[config.mk]
export PLATFORM = sky130hd
export DESIGN_NAME = ksa_seq_addsub_flat
export DESIGN_NICKNAME = d
export VERILOG_FILES = /design/src/rtl/ksa_seq_addsub_if.sv /design/src/rtl/ksa_seq_addsub.sv /design/src/flat_wrapper.sv
export SDC_FILE = /design/constraint.sdc
export NUM_CORES = 1
export LEC_CHECK = 0
export CAP_MARGIN = 25
export CORE_MARGIN = 1
export CORE_UTILIZATION = 54
export DETAILED_ROUTE_END_ITERATION = 10
export GPL_TIMING_DRIVEN = 0
export PLACE_DENSITY = 0.81
export SLEW_MARGIN = 25
export SYNTH_ARGS = -nofsm -noshare
export SYNTH_HDL_FRONTEND = slang
export SYNTH_SLANG_ARGS = --single-unit
[constraint.sdc]
create_clock -name i_clk -period 12.29 [get_ports i_clk]
set_input_delay 3.687 -clock i_clk [delete_from_list [all_inputs] [get_ports i_clk]]
set_output_delay 3.687 -clock i_clk [all_outputs]
set_load 0.02 [all_outputs]
[src/rtl/ksa_seq_addsub_if.sv]
`default_nettype none
// ============================================================================
// Module      : ksa_seq_addsub_if
// Description : Request/result bundle for the multi-precision add/subtract
//               sequencer. The master side issues start/sub/operands and
//               observes busy/done/result/flags; the slave side is the
//               sequencer itself.
//   Signals   : i_start, i_sub, i_a[W], i_b[W]            (master -> slave)
//               o_busy, o_done, o_result[W], o_cout,
//               o_overflow, o_zero                        (slave -> master)
// Revision    : 1.0 - initial release
// ============================================================================
interface ksa_seq_addsub_if #(
    parameter int DATA_W = 32,
    parameter int WORDS  = 2
);
    localparam int W = DATA_W * WORDS;

    logic         i_start;
    logic         i_sub;
    logic [W-1:0] i_a;
    logic [W-1:0] i_b;
    logic         o_busy;
    logic         o_done;
    logic [W-1:0] o_result;
    logic         o_cout;
    logic         o_overflow;
    logic         o_zero;

    modport master (
        output i_start, i_sub, i_a, i_b,
        input  o_busy, o_done, o_result, o_cout, o_overflow, o_zero
    );

    modport slave (
        input  i_start, i_sub, i_a, i_b,
        output o_busy, o_done, o_result, o_cout, o_overflow, o_zero
    );
endinterface
`default_nettype wire

[src/rtl/ksa_seq_addsub.sv]
`default_nettype none
// ============================================================================
// Module      : ksa_adder
// Description : Single-cycle Kogge-Stone adder of width data_size with carry
//               in and carry out.
//   Ports     : a, b [data_size]  operands
//               cin               carry in
//               sum  [data_size]  a + b + cin (truncated)
//               cout              carry out of the MSB
// Revision    : 1.0 - initial release
// ============================================================================
module ksa_adder #(
    parameter int data_size = 32
) (
    input  wire logic [data_size-1:0] a,
    input  wire logic [data_size-1:0] b,
    input  wire logic                 cin,
    output logic      [data_size-1:0] sum,
    output logic                      cout
);
    localparam int LVL = (data_size > 1) ? $clog2(data_size) : 1;

    logic [data_size-1:0] w_p0;
    logic [data_size-1:0] w_g;
    logic [data_size-1:0] w_p;
    logic [data_size-1:0] w_g_nxt;
    logic [data_size-1:0] w_p_nxt;
    logic [data_size:0]   w_carry;

    // Prefix tree: at level lvl each bit merges with the group 2**lvl below.
    // After the tree, w_g[i]/w_p[i] cover bits [i:0], so cin folds in once.
    always_comb begin
        w_p0    = a ^ b;
        w_g     = a & b;
        w_p     = w_p0;
        w_g_nxt = w_g;
        w_p_nxt = w_p;
        for (int lvl = 0; lvl < LVL; lvl++) begin
            w_g_nxt = w_g;
            w_p_nxt = w_p;
            for (int i = (1 << lvl); i < data_size; i++) begin
                w_g_nxt[i] = w_g[i] | (w_p[i] & w_g[i - (1 << lvl)]);
                w_p_nxt[i] = w_p[i] & w_p[i - (1 << lvl)];
            end
            w_g = w_g_nxt;
            w_p = w_p_nxt;
        end
        w_carry = {w_g | (w_p & {data_size{cin}}), cin};
        sum     = w_p0 ^ w_carry[data_size-1:0];
        cout    = w_carry[data_size];
    end
endmodule

// ============================================================================
// Module      : ksa_seq_addsub
// Description : Multi-precision add/subtract sequencer. Processes one DATA_W
//               word per cycle, LSW first, through one shared ksa_adder,
//               chaining the carry through a register.
//   Ports     : i_clk, i_rst (async, active-high)
//               bus (slave modport of ksa_seq_addsub_if):
//                 i_start/i_sub/i_a/i_b   request, sampled in IDLE only
//                 o_busy                  state != IDLE
//                 o_done                  one-cycle completion pulse
//                 o_result/o_cout/o_overflow/o_zero  registered result
// Revision    : 1.0 - initial release
// ============================================================================
module ksa_seq_addsub #(
    parameter int DATA_W = 32,
    parameter int WORDS  = 2
) (
    input  wire logic        i_clk,
    input  wire logic        i_rst,
    ksa_seq_addsub_if.slave  bus
);
    localparam int W     = DATA_W * WORDS;
    localparam int IDX_W = (WORDS > 1) ? $clog2(WORDS) : 1;

    localparam logic [IDX_W-1:0] C_IDX_LAST = IDX_W'(WORDS - 1);
    localparam logic [IDX_W-1:0] C_IDX_ONE  = IDX_W'(1);

    localparam logic [1:0] S_IDLE = 2'd0;
    localparam logic [1:0] S_RUN  = 2'd1;
    localparam logic [1:0] S_DONE = 2'd2;

    logic [1:0]       state_q,  state_d;
    logic [W-1:0]     a_q,      a_d;
    logic [W-1:0]     b_q,      b_d;
    logic [W-1:0]     acc_q,    acc_d;
    logic             carry_q,  carry_d;
    logic [IDX_W-1:0] idx_q,    idx_d;
    logic [W-1:0]     result_q, result_d;
    logic             cout_q,   cout_d;
    logic             ov_q,     ov_d;
    logic             zero_q,   zero_d;

    logic [DATA_W-1:0] w_add_a;
    logic [DATA_W-1:0] w_add_b;
    logic [DATA_W-1:0] w_add_sum;
    logic              w_add_cout;

    assign w_add_a = a_q[idx_q*DATA_W +: DATA_W];
    assign w_add_b = b_q[idx_q*DATA_W +: DATA_W];

    ksa_adder #(.data_size(DATA_W)) u_adder (
        .a    (w_add_a),
        .b    (w_add_b),
        .cin  (carry_q),
        .sum  (w_add_sum),
        .cout (w_add_cout)
    );

    always_comb begin
        state_d  = state_q;
        a_d      = a_q;
        b_d      = b_q;
        acc_d    = acc_q;
        carry_d  = carry_q;
        idx_d    = idx_q;
        result_d = result_q;
        cout_d   = cout_q;
        ov_d     = ov_q;
        zero_d   = zero_q;
        case (state_q)
            S_IDLE: begin
                if (bus.i_start) begin
                    // Subtraction is A + ~B + 1: the +1 enters as the LSW carry.
                    a_d     = bus.i_a;
                    b_d     = bus.i_sub ? ~bus.i_b : bus.i_b;
                    carry_d = bus.i_sub;
                    idx_d   = '0;
                    acc_d   = '0;
                    state_d = S_RUN;
                end
            end
            S_RUN: begin
                acc_d[idx_q*DATA_W +: DATA_W] = w_add_sum;
                carry_d = w_add_cout;
                if (idx_q == C_IDX_LAST) begin
                    idx_d    = '0;
                    result_d = acc_d;
                    cout_d   = w_add_cout;
                    // b_q is already inverted for subtract, so one rule covers both.
                    ov_d     = (a_q[W-1] == b_q[W-1]) && (w_add_sum[DATA_W-1] != a_q[W-1]);
                    zero_d   = (acc_d == '0);
                    state_d  = S_DONE;
                end else begin
                    idx_d = idx_q + C_IDX_ONE;
                end
            end
            S_DONE: begin
                state_d = S_IDLE;
            end
            default: begin
                state_d = S_IDLE;
            end
        endcase
    end

    always_ff @(posedge i_clk or posedge i_rst) begin
        if (i_rst) begin
            state_q  <= S_IDLE;
            a_q      <= '0;
            b_q      <= '0;
            acc_q    <= '0;
            carry_q  <= 1'b0;
            idx_q    <= '0;
            result_q <= '0;
            cout_q   <= 1'b0;
            ov_q     <= 1'b0;
            zero_q   <= 1'b0;
        end else begin
            state_q  <= state_d;
            a_q      <= a_d;
            b_q      <= b_d;
            acc_q    <= acc_d;
            carry_q  <= carry_d;
            idx_q    <= idx_d;
            result_q <= result_d;
            cout_q   <= cout_d;
            ov_q     <= ov_d;
            zero_q   <= zero_d;
        end
    end

    assign bus.o_busy     = (state_q != S_IDLE);
    assign bus.o_done     = (state_q == S_DONE);
    assign bus.o_result   = result_q;
    assign bus.o_cout     = cout_q;
    assign bus.o_overflow = ov_q;
    assign bus.o_zero     = zero_q;
endmodule
`default_nettype wire

[src/flat_wrapper.sv]
// flat-port wrapper written by rule: the top's interface ports become plain ports
module ksa_seq_addsub_flat 
#(
    parameter int DATA_W = 32,
    parameter int WORDS  = 2
)
  (i_clk, i_rst, bus_i_start, bus_i_sub, bus_i_a, bus_i_b, bus_o_busy, bus_o_done, bus_o_result, bus_o_cout, bus_o_overflow, bus_o_zero);
  ksa_seq_addsub_if #(.DATA_W(DATA_W), .WORDS(WORDS)) bus_i ();
  input  wire logic i_clk;
  input  wire logic i_rst;
  input wire logic [$bits(bus_i.i_start)-1:0] bus_i_start;
  input wire logic [$bits(bus_i.i_sub)-1:0] bus_i_sub;
  input wire logic [$bits(bus_i.i_a)-1:0] bus_i_a;
  input wire logic [$bits(bus_i.i_b)-1:0] bus_i_b;
  output wire logic [$bits(bus_i.o_busy)-1:0] bus_o_busy;
  output wire logic [$bits(bus_i.o_done)-1:0] bus_o_done;
  output wire logic [$bits(bus_i.o_result)-1:0] bus_o_result;
  output wire logic [$bits(bus_i.o_cout)-1:0] bus_o_cout;
  output wire logic [$bits(bus_i.o_overflow)-1:0] bus_o_overflow;
  output wire logic [$bits(bus_i.o_zero)-1:0] bus_o_zero;
  assign bus_i.i_start = bus_i_start;
  assign bus_i.i_sub = bus_i_sub;
  assign bus_i.i_a = bus_i_a;
  assign bus_i.i_b = bus_i_b;
  assign bus_o_busy = bus_i.o_busy;
  assign bus_o_done = bus_i.o_done;
  assign bus_o_result = bus_i.o_result;
  assign bus_o_cout = bus_i.o_cout;
  assign bus_o_overflow = bus_i.o_overflow;
  assign bus_o_zero = bus_i.o_zero;
  ksa_seq_addsub #(.DATA_W(DATA_W), .WORDS(WORDS)) u_core (.i_clk(i_clk), .i_rst(i_rst), .bus(bus_i));
endmodule
==> metrics, run 1 <==
drt total wl 33.2 mm; post-DR wirelength/cell 19.4 um; synth-to-layout area growth 27.0%; Synth Cell Area 0.0121 mm2; Worst Path Arrival 6.65 ns; post_cts resized 0; root buffer cell clkbuf_16; core area 0.0220 mm2; Iter 0 DRT Violations 724; Critical Path RT 12.66 ns; vias in the first global route 9883; Vert. Die Dim 152 um; Non-Filler Instances 1707; DP HPWL 24.9 mm; Top-Level Pins 201; Mean Syn Cell Area 10.3 um2; Total GRT Usage 0.293; DRC errors left 29; worst-path maximum fanout 10; fin crit share 0.511; Max Fclk 159 MHz; Nets 1576; Vias 9726; Post-synth EDFFs 0; Port Buffer Count 199; CTS tree built; global-route wire length before repair 53.2 mm; Post-synth ARST share 1.00; syn nets 1348; met2 routed WL 15.7 mm; RSZ-0062 raised after global routing false; Post-Route Setup TNS 0 ns; H-tree levels 1; Fin. Hold Viols 0; footprint of the multi-input gates 0.00575 mm2; setup slack, reg-to-reg 6.33 ns; CP endpoint kind register; post-CTS setup buffers 0; min cycle time layout 6.28 ns; First-pass DRT Iterations 8; cells after synthesis 1182; Final Skew 0.0146 ns; sequential fraction of the synthesis area 0.503; overflow left after global routing 0; outcome finished with violations; # diodes 0; starting density of the core 0.553; Worst setup SP type primary input; fillcell total 1634; hold_buf cts 0; row cnt 54; met1 WL 14.1 mm; Worst-Skew Late Latency 0.53 ns; Top Layer Used met4; Die W 152 um; Final Setup Violations 0; vias per std cell 5.70; kind of critical path in2reg; DRT antenna net count 0; Hold Path Class reg2reg; register area 0.00611 mm2; violated checks design-rule violations; Slew @ Worst Pin 0.941 ns; register clock-pin slew on the reported worst setup and hold paths 0.06 ns; largest net degree at the start of global routing 102; DP Cell Count 1663; relative slew slack 0.373; die area 0.0231 mm2; ys flop type dfrtp_1; synth warn 0; Yosys cell types 59; antenna violations before repair 0; Placer Congestion 0.947; Slew Limit Fails 0; cts bufs inserted 25; clk buf depth 3; share of layout cells above drive strength 1 0.128; Max Cap Violations 0; synthesis-stage register bit count 244; Util after Layout 0.702; CTS Sinks 244; met3 WL post-DR 2.17 mm
## layout by cell type (no fill, tap or decap), drive strengths merged, types with 5 or more instances in the layout
| cell type | instances |
|---|---|
| xnor2 | 75 |
| a31oi | 8 |
| inv | 13 |
| nor3 | 11 |
| ha | 33 |
| buf | 15 |
| dfrtp | 244 |
| nand2 | 206 |
| nand2b | 5 |
| mux2 | 128 |
| o21bai | 6 |
| nand4 | 9 |
| o21ai | 36 |
| clkbuf | 89 |
| a22o | 24 |
| nand3 | 5 |
| nor4 | 10 |
| xor2 | 17 |
| a21o | 24 |
| a21oi | 102 |
| a211oi | 8 |
| bufinv | 5 |
| clkdlybuf4s50 | 199 |
| nor2 | 99 |
## final cells by class
class,count,area share
plain buffers,65,0.0159
clock buffers,37,0.0461
clock inverters,7,0.0104
inverters,13,0.00365
multi-input cells,860,0.373
flip-flops and latches,244,0.396
well taps,280,0.0227
repair buffers,201,0.133
## worst paths after layout
check / startpoint / to / cells after the start
min in group asynchronous: i_rst / u_core.bus.o_result[37]$_DFFE_PP0P_ / 2
setup reg to reg: u_core.idx_q$_DFFE_PP0P_ / u_core.bus.o_zero$_DFFE_PP0P_ / 16
hold / removal: u_core.bus.o_result[45]$_DFFE_PP0P_ / u_core.bus.o_result[45]$_DFFE_PP0P_ / 2
setup / recovery: bus_i_start / u_core.b_q[29]$_DFFE_PP0P_ / 7
max in group asynchronous: i_rst / u_core.b_q[23]$_DFFE_PP0P_ / 3
hold reg to reg: u_core.bus.o_result[45]$_DFFE_PP0P_ / u_core.bus.o_result[45]$_DFFE_PP0P_ / 2
## kinds of logic (layout without fill, tap and decap cells)
group           Yosys count  in the layout  share of synthesized area
buf+inv                  78            323                     0.0242
mux                     129            129                      0.119
fa+ha+maj                34             34                     0.0356
simple gates            372            372                      0.129
compound gates          233            233                      0.122
xor+xnor                 92             92                     0.0663
flops                   244            244                      0.503
## cell usage after synthesis (3+ instances only)
cell type | count | area share
o21a_1 | 3 | 0.0019
nor4_1 | 10 | 0.0052
dfrtp_1 | 244 | 0.50
or3_1 | 3 | 0.0015
nand2b_1 | 5 | 0.0026
or2_2 | 3 | 0.0015
nor3_1 | 11 | 0.0045
o21ai_0 | 35 | 0.014
inv_1 | 13 | 0.0040
a21o_1 | 24 | 0.015
nor2b_1 | 4 | 0.0021
nand3_1 | 5 | 0.0021
nand2_1 | 206 | 0.064
and4_1 | 3 | 0.0022
and2_1 | 4 | 0.0021
nand4_1 | 9 | 0.0046
a211oi_1 | 7 | 0.0043
mux2_2 | 128 | 0.12
nor2_1 | 99 | 0.031
nor4b_1 | 4 | 0.0029
xnor2_1 | 75 | 0.054
ha_1 | 33 | 0.034
xor2_1 | 17 | 0.012
a31oi_1 | 8 | 0.0041
clkbuf_1 | 52 | 0.016
a21oi_1 | 100 | 0.041
a22o_1 | 24 | 0.017
buf_1 | 12 | 0.0037
o21bai_1 | 6 | 0.0037
## metrics by stage
step | instance area [um2] | hold WS (ns) | setup WS, ns
floorplan | 12100 | 0.438 | 1.90
global placement | 14500 | 0.454 | -0.919
detailed placement | 14600 | 0.460 | 5.54
CTS | 15400 | 0.474 | 6.08
global route | 15400 | 0.493 | 5.89
finish | 15400 | 0.475 | 6.01
## metal layers
metal | GRT usage | up-vias
li1 | - | 4532
met1 | 0.396 | 4701
met2 | 0.488 | 413
met3 | 0.0337 | 80
met4 | 0.109 | 0
met5 | 0 | -
## worst max-delay path: stages
cell	delay, ns
clkdlybuf4s50_1	0.52
inv_1	0.08
nor2_1	0.63
clkbuf_1	0.38
clkbuf_1	0.68
clkbuf_1	0.53
a21oi_1	0.14
## flip-flops by register name, indices dropped and copies added (netlist names)
| signal | cells |
|---|---|
| u_core.bus.o_cout | 1 |
| u_core.idx_q | 1 |
| u_core.a_q | 64 |
| u_core.bus.o_overflow | 1 |
| u_core.bus.o_result | 64 |
| u_core.acc_q | 45 |
| u_core.state_q | 2 |
| u_core.b_q | 64 |
| u_core.bus.o_zero | 1 |
| u_core.carry_q | 1 |
Power of run 1 is left out: the tool's default activity adds up to more than one toggle a clock period on the data nets, which glitch-free logic cannot reach.
==> run 2: changes to the inputs <==
==> constraint.sdc (replaced) <==
create_clock -name i_clk -period 5.9 [get_ports i_clk]
set_input_delay 1.77 -clock i_clk [delete_from_list [all_inputs] [get_ports i_clk]]
set_output_delay 1.77 -clock i_clk [all_outputs]
set_load 0.02 [all_outputs]
==> run 2 against run 1 <==
The flow still finishes with violations (design-rule violations). Cell count rose by 0.18%. Clock-buffer cell count fell by 4. Register-to-register slack got worse by 6.0 ns. Sequential cell count is the same. Critical path depth up 9. Cell area hardly changed. Hold slack better by 0.0020 ns. Global-route usage shrank 0.14 points. First-iteration DRC count shrank 21%.
==> metrics, run 2 (synthesized netlist as in run 1, its figures left out) <==
Vert. Die Dim 152 um (unchanged); RSZ-0062 raised after global routing false; die area 0.0231 mm2 (unchanged); grt met3 use 0.0396 (+0.00599); Die W 152 um (unchanged); Final Setup Violations 0 (unchanged); post-DR wirelength/cell 19.2 um (-1.1%); DRT antenna net count 0 (unchanged); synth-to-layout area growth 26.9% (about the same); core area 0.0220 mm2 (unchanged); overflow left after global routing 0 (unchanged); CP endpoint kind register; vias per std cell 5.71 (+0.29%); # diodes 0 (unchanged); DP HPWL 25.1 mm (+0.92%); register clock-pin slew on the reported worst setup and hold paths 0.06 ns (about the same); outcome finished with violations; Worst-Skew Late Latency 0.53 ns (about the same); Iter 0 DRT Violations 569 (-21%); Top-Level Pins 201 (unchanged); Placer Congestion 0.937 (-1.1%); relative slew slack 0.367 (-0.00530); hold worst-path end u_core.bus.o_result[44]$_DFFE_PP0P_; starting density of the core 0.553 (unchanged); violated checks design-rule violations; crit-path max cell delay 0.58 ns (-0.10 ns); cell depth of the worst hold path 2 (unchanged); Worst Min Path Start u_core.bus.o_result[44]$_DFFE_PP0P_; Max Fclk 179 MHz; CTS Sinks 244 (unchanged); Port Buffer Count 199 (unchanged); clk buf depth 3 (unchanged); Max Cap Violations 0 (unchanged); antenna violations before repair 1 (+1); kind of critical path reg2reg; row cnt 54 (unchanged); Total GRT Usage 0.291 (-0.00144); gr busiest metal met2; H-tree levels 1 (unchanged); First-pass DRT Iterations 11 (+3); Nets 1582 (+0.38%); Critical Path RT 6.33 ns (-6.33 ns); Final Skew 0.0162 ns (+0.00158 ns); vias in the first global route 9738 (-1.5%); Worst setup SP type register; DRC errors left 29 (unchanged); fillcell total 1606 (-1.7%); FF-to-FF Start u_core.idx_q$_DFFE_PP0P_; share of layout cells above drive strength 1 0.133 (+0.00533); Slew Limit Fails 0 (unchanged); setup slack, reg-to-reg 0.31 ns (-6.02 ns); commonest non-fill, non-tap cells in the layout dfrtp_1 (244), nand2_1 (206), clkdlybuf4s50_1 (199); dpl ws 0.126 ns (-5.42 ns); Hold Path Class reg2reg; Final Hold Slack 0.477 ns (+0.00202 ns); slowest stage cell, crit path or4_1; largest net degree at the start of global routing 33 (-68%); Worst Reg2Reg Path Length in Cells 16 (unchanged); met1 Track Usage GR 0.402 (+0.00645); cts bufs inserted 25 (unchanged); CTS tree built; crit-path cells clkbuf_1, clkbuf_1, clkbuf_2, clkbuf_1, mux2_2, ha_1, and2_1, and4_1, a311oi_2, a31oi_1, a221oi_2, o21bai_1, a21oi_2, xnor2_1, or4_1, o31ai_2; Vias 9771 (+0.46%); GR Util met2 0.489 (about the same); most common cell after layout, fill and taps aside dfrtp_1; global-route wire length before repair 53.1 mm (-0.17%); Worst Path Arrival 6.02 ns (-0.63 ns); root buffer cell clkbuf_16; most used cell, CP clkbuf_1; drt total wl 32.9 mm (-0.94%); worst-path maximum fanout 10 (unchanged); min cycle time layout 5.59 ns; Final WS setup 0.308 ns (-5.70 ns); Fin. Hold Viols 0 (unchanged); R2R Path End u_core.bus.o_zero$_DFFE_PP0P_; Slew @ Worst Pin 0.949 ns (+0.00794 ns); fin crit share 0.948
-- run 2: worst max-delay path by stage --
stage / from / end / slack (ns) / depth (start not counted)
6_report: u_core.idx_q$_DFFE_PP0P_ / u_core.bus.o_zero$_DFFE_PP0P_ / 0.31 / 16
5_1_grt: u_core.idx_q$_DFFE_PP0P_ / u_core.bus.o_zero$_DFFE_PP0P_ / 0.007 / 16
4_1_cts: u_core.idx_q$_DFFE_PP0P_ / u_core.bus.o_zero$_DFFE_PP0P_ / 0.08 / 16
3_5_place_dp: u_core.idx_q$_DFFE_PP0P_ / u_core.bus.o_zero$_DFFE_PP0P_ / 0.13 / 16
3_3_place_gp: i_rst / u_core.b_q[57]$_DFFE_PP0P_ / -0.78 / 2
2_1_floorplan: i_rst / u_core.a_q[0]$_DFFE_PP0P_ / 0.93 / 1
-- run 2: critical path: cells and delay by family, from the launching register on --
kind / cells / cell delay, ns
XOR/XNOR: 1 / 0.17
AND/OR/NAND/NOR: 3 / 1.00
multiplexers: 1 / 0.42
flip-flops: 1 / 0.45
buffers and inverters: 4 / 1.84
AO/OA/AOI/OAI: 6 / 1.22
adder cells (fa/ha/maj): 1 / 0.39
-- run 2: layer usage --
layer / share of wire / up-vias
li1: - / 4560
met1: 0.43 / 4759
met2: 0.48 / 408
met3: 0.069 / 42
met4: 0.019 / 2
met5: 0.00037 / -
-- run 2: layout make-up --
type                    count  area (um2)  share of cell area
flip-flops and latches    244        6110               0.396
multi-input cells         860        5750               0.373
repair buffers            207        2150               0.140
clock buffers              33         686              0.0445
well taps                 280         350              0.0227
plain buffers              65         248              0.0161
clock inverters             8        72.6             0.00471
inverters                  13        52.6             0.00341
-- run 2: through the flow --
stage,cells,instance area (um2),utilization,setup TNS [ns]
after detailed placement,1669,14700,0.667,0
after global routing,1710,15400,0.702,0
after floorplan,1182,12200,-,0
after CTS,1710,15400,0.702,0
after global placement,1661,14500,0.660,-185.43
final,1710,15400,0.702,0
-- run 2: timing repair --
action | CTS | global route
setup endpoints to repair | 0 | 5
resized for setup | 0 | 3
hold buffers | 0 | 0
hold endpoints to repair | 0 | 0
setup buffers | 0 | 0
Power of run 2 is left out for the same reason.
==> run 3: changes to the inputs <==
==> constraint.sdc (replaced) <==
create_clock -name i_clk -period 6 [get_ports i_clk]
set_input_delay 1.8 -clock i_clk [delete_from_list [all_inputs] [get_ports i_clk]]
set_output_delay 1.8 -clock i_clk [all_outputs]
set_load 0.02 [all_outputs]
==> results of run 3 <==
Same layout as run 2 (identical final DEF). Status: finished with violations: design-rule violations.
Among the figures that moved: setup slack after placement 0.126 ns -> 0.226 ns; setup slack after layout 0.308 ns -> 0.408 ns; register-to-register setup slack 0.31 ns -> 0.41 ns
Power of run 3 is left out for the same reason.
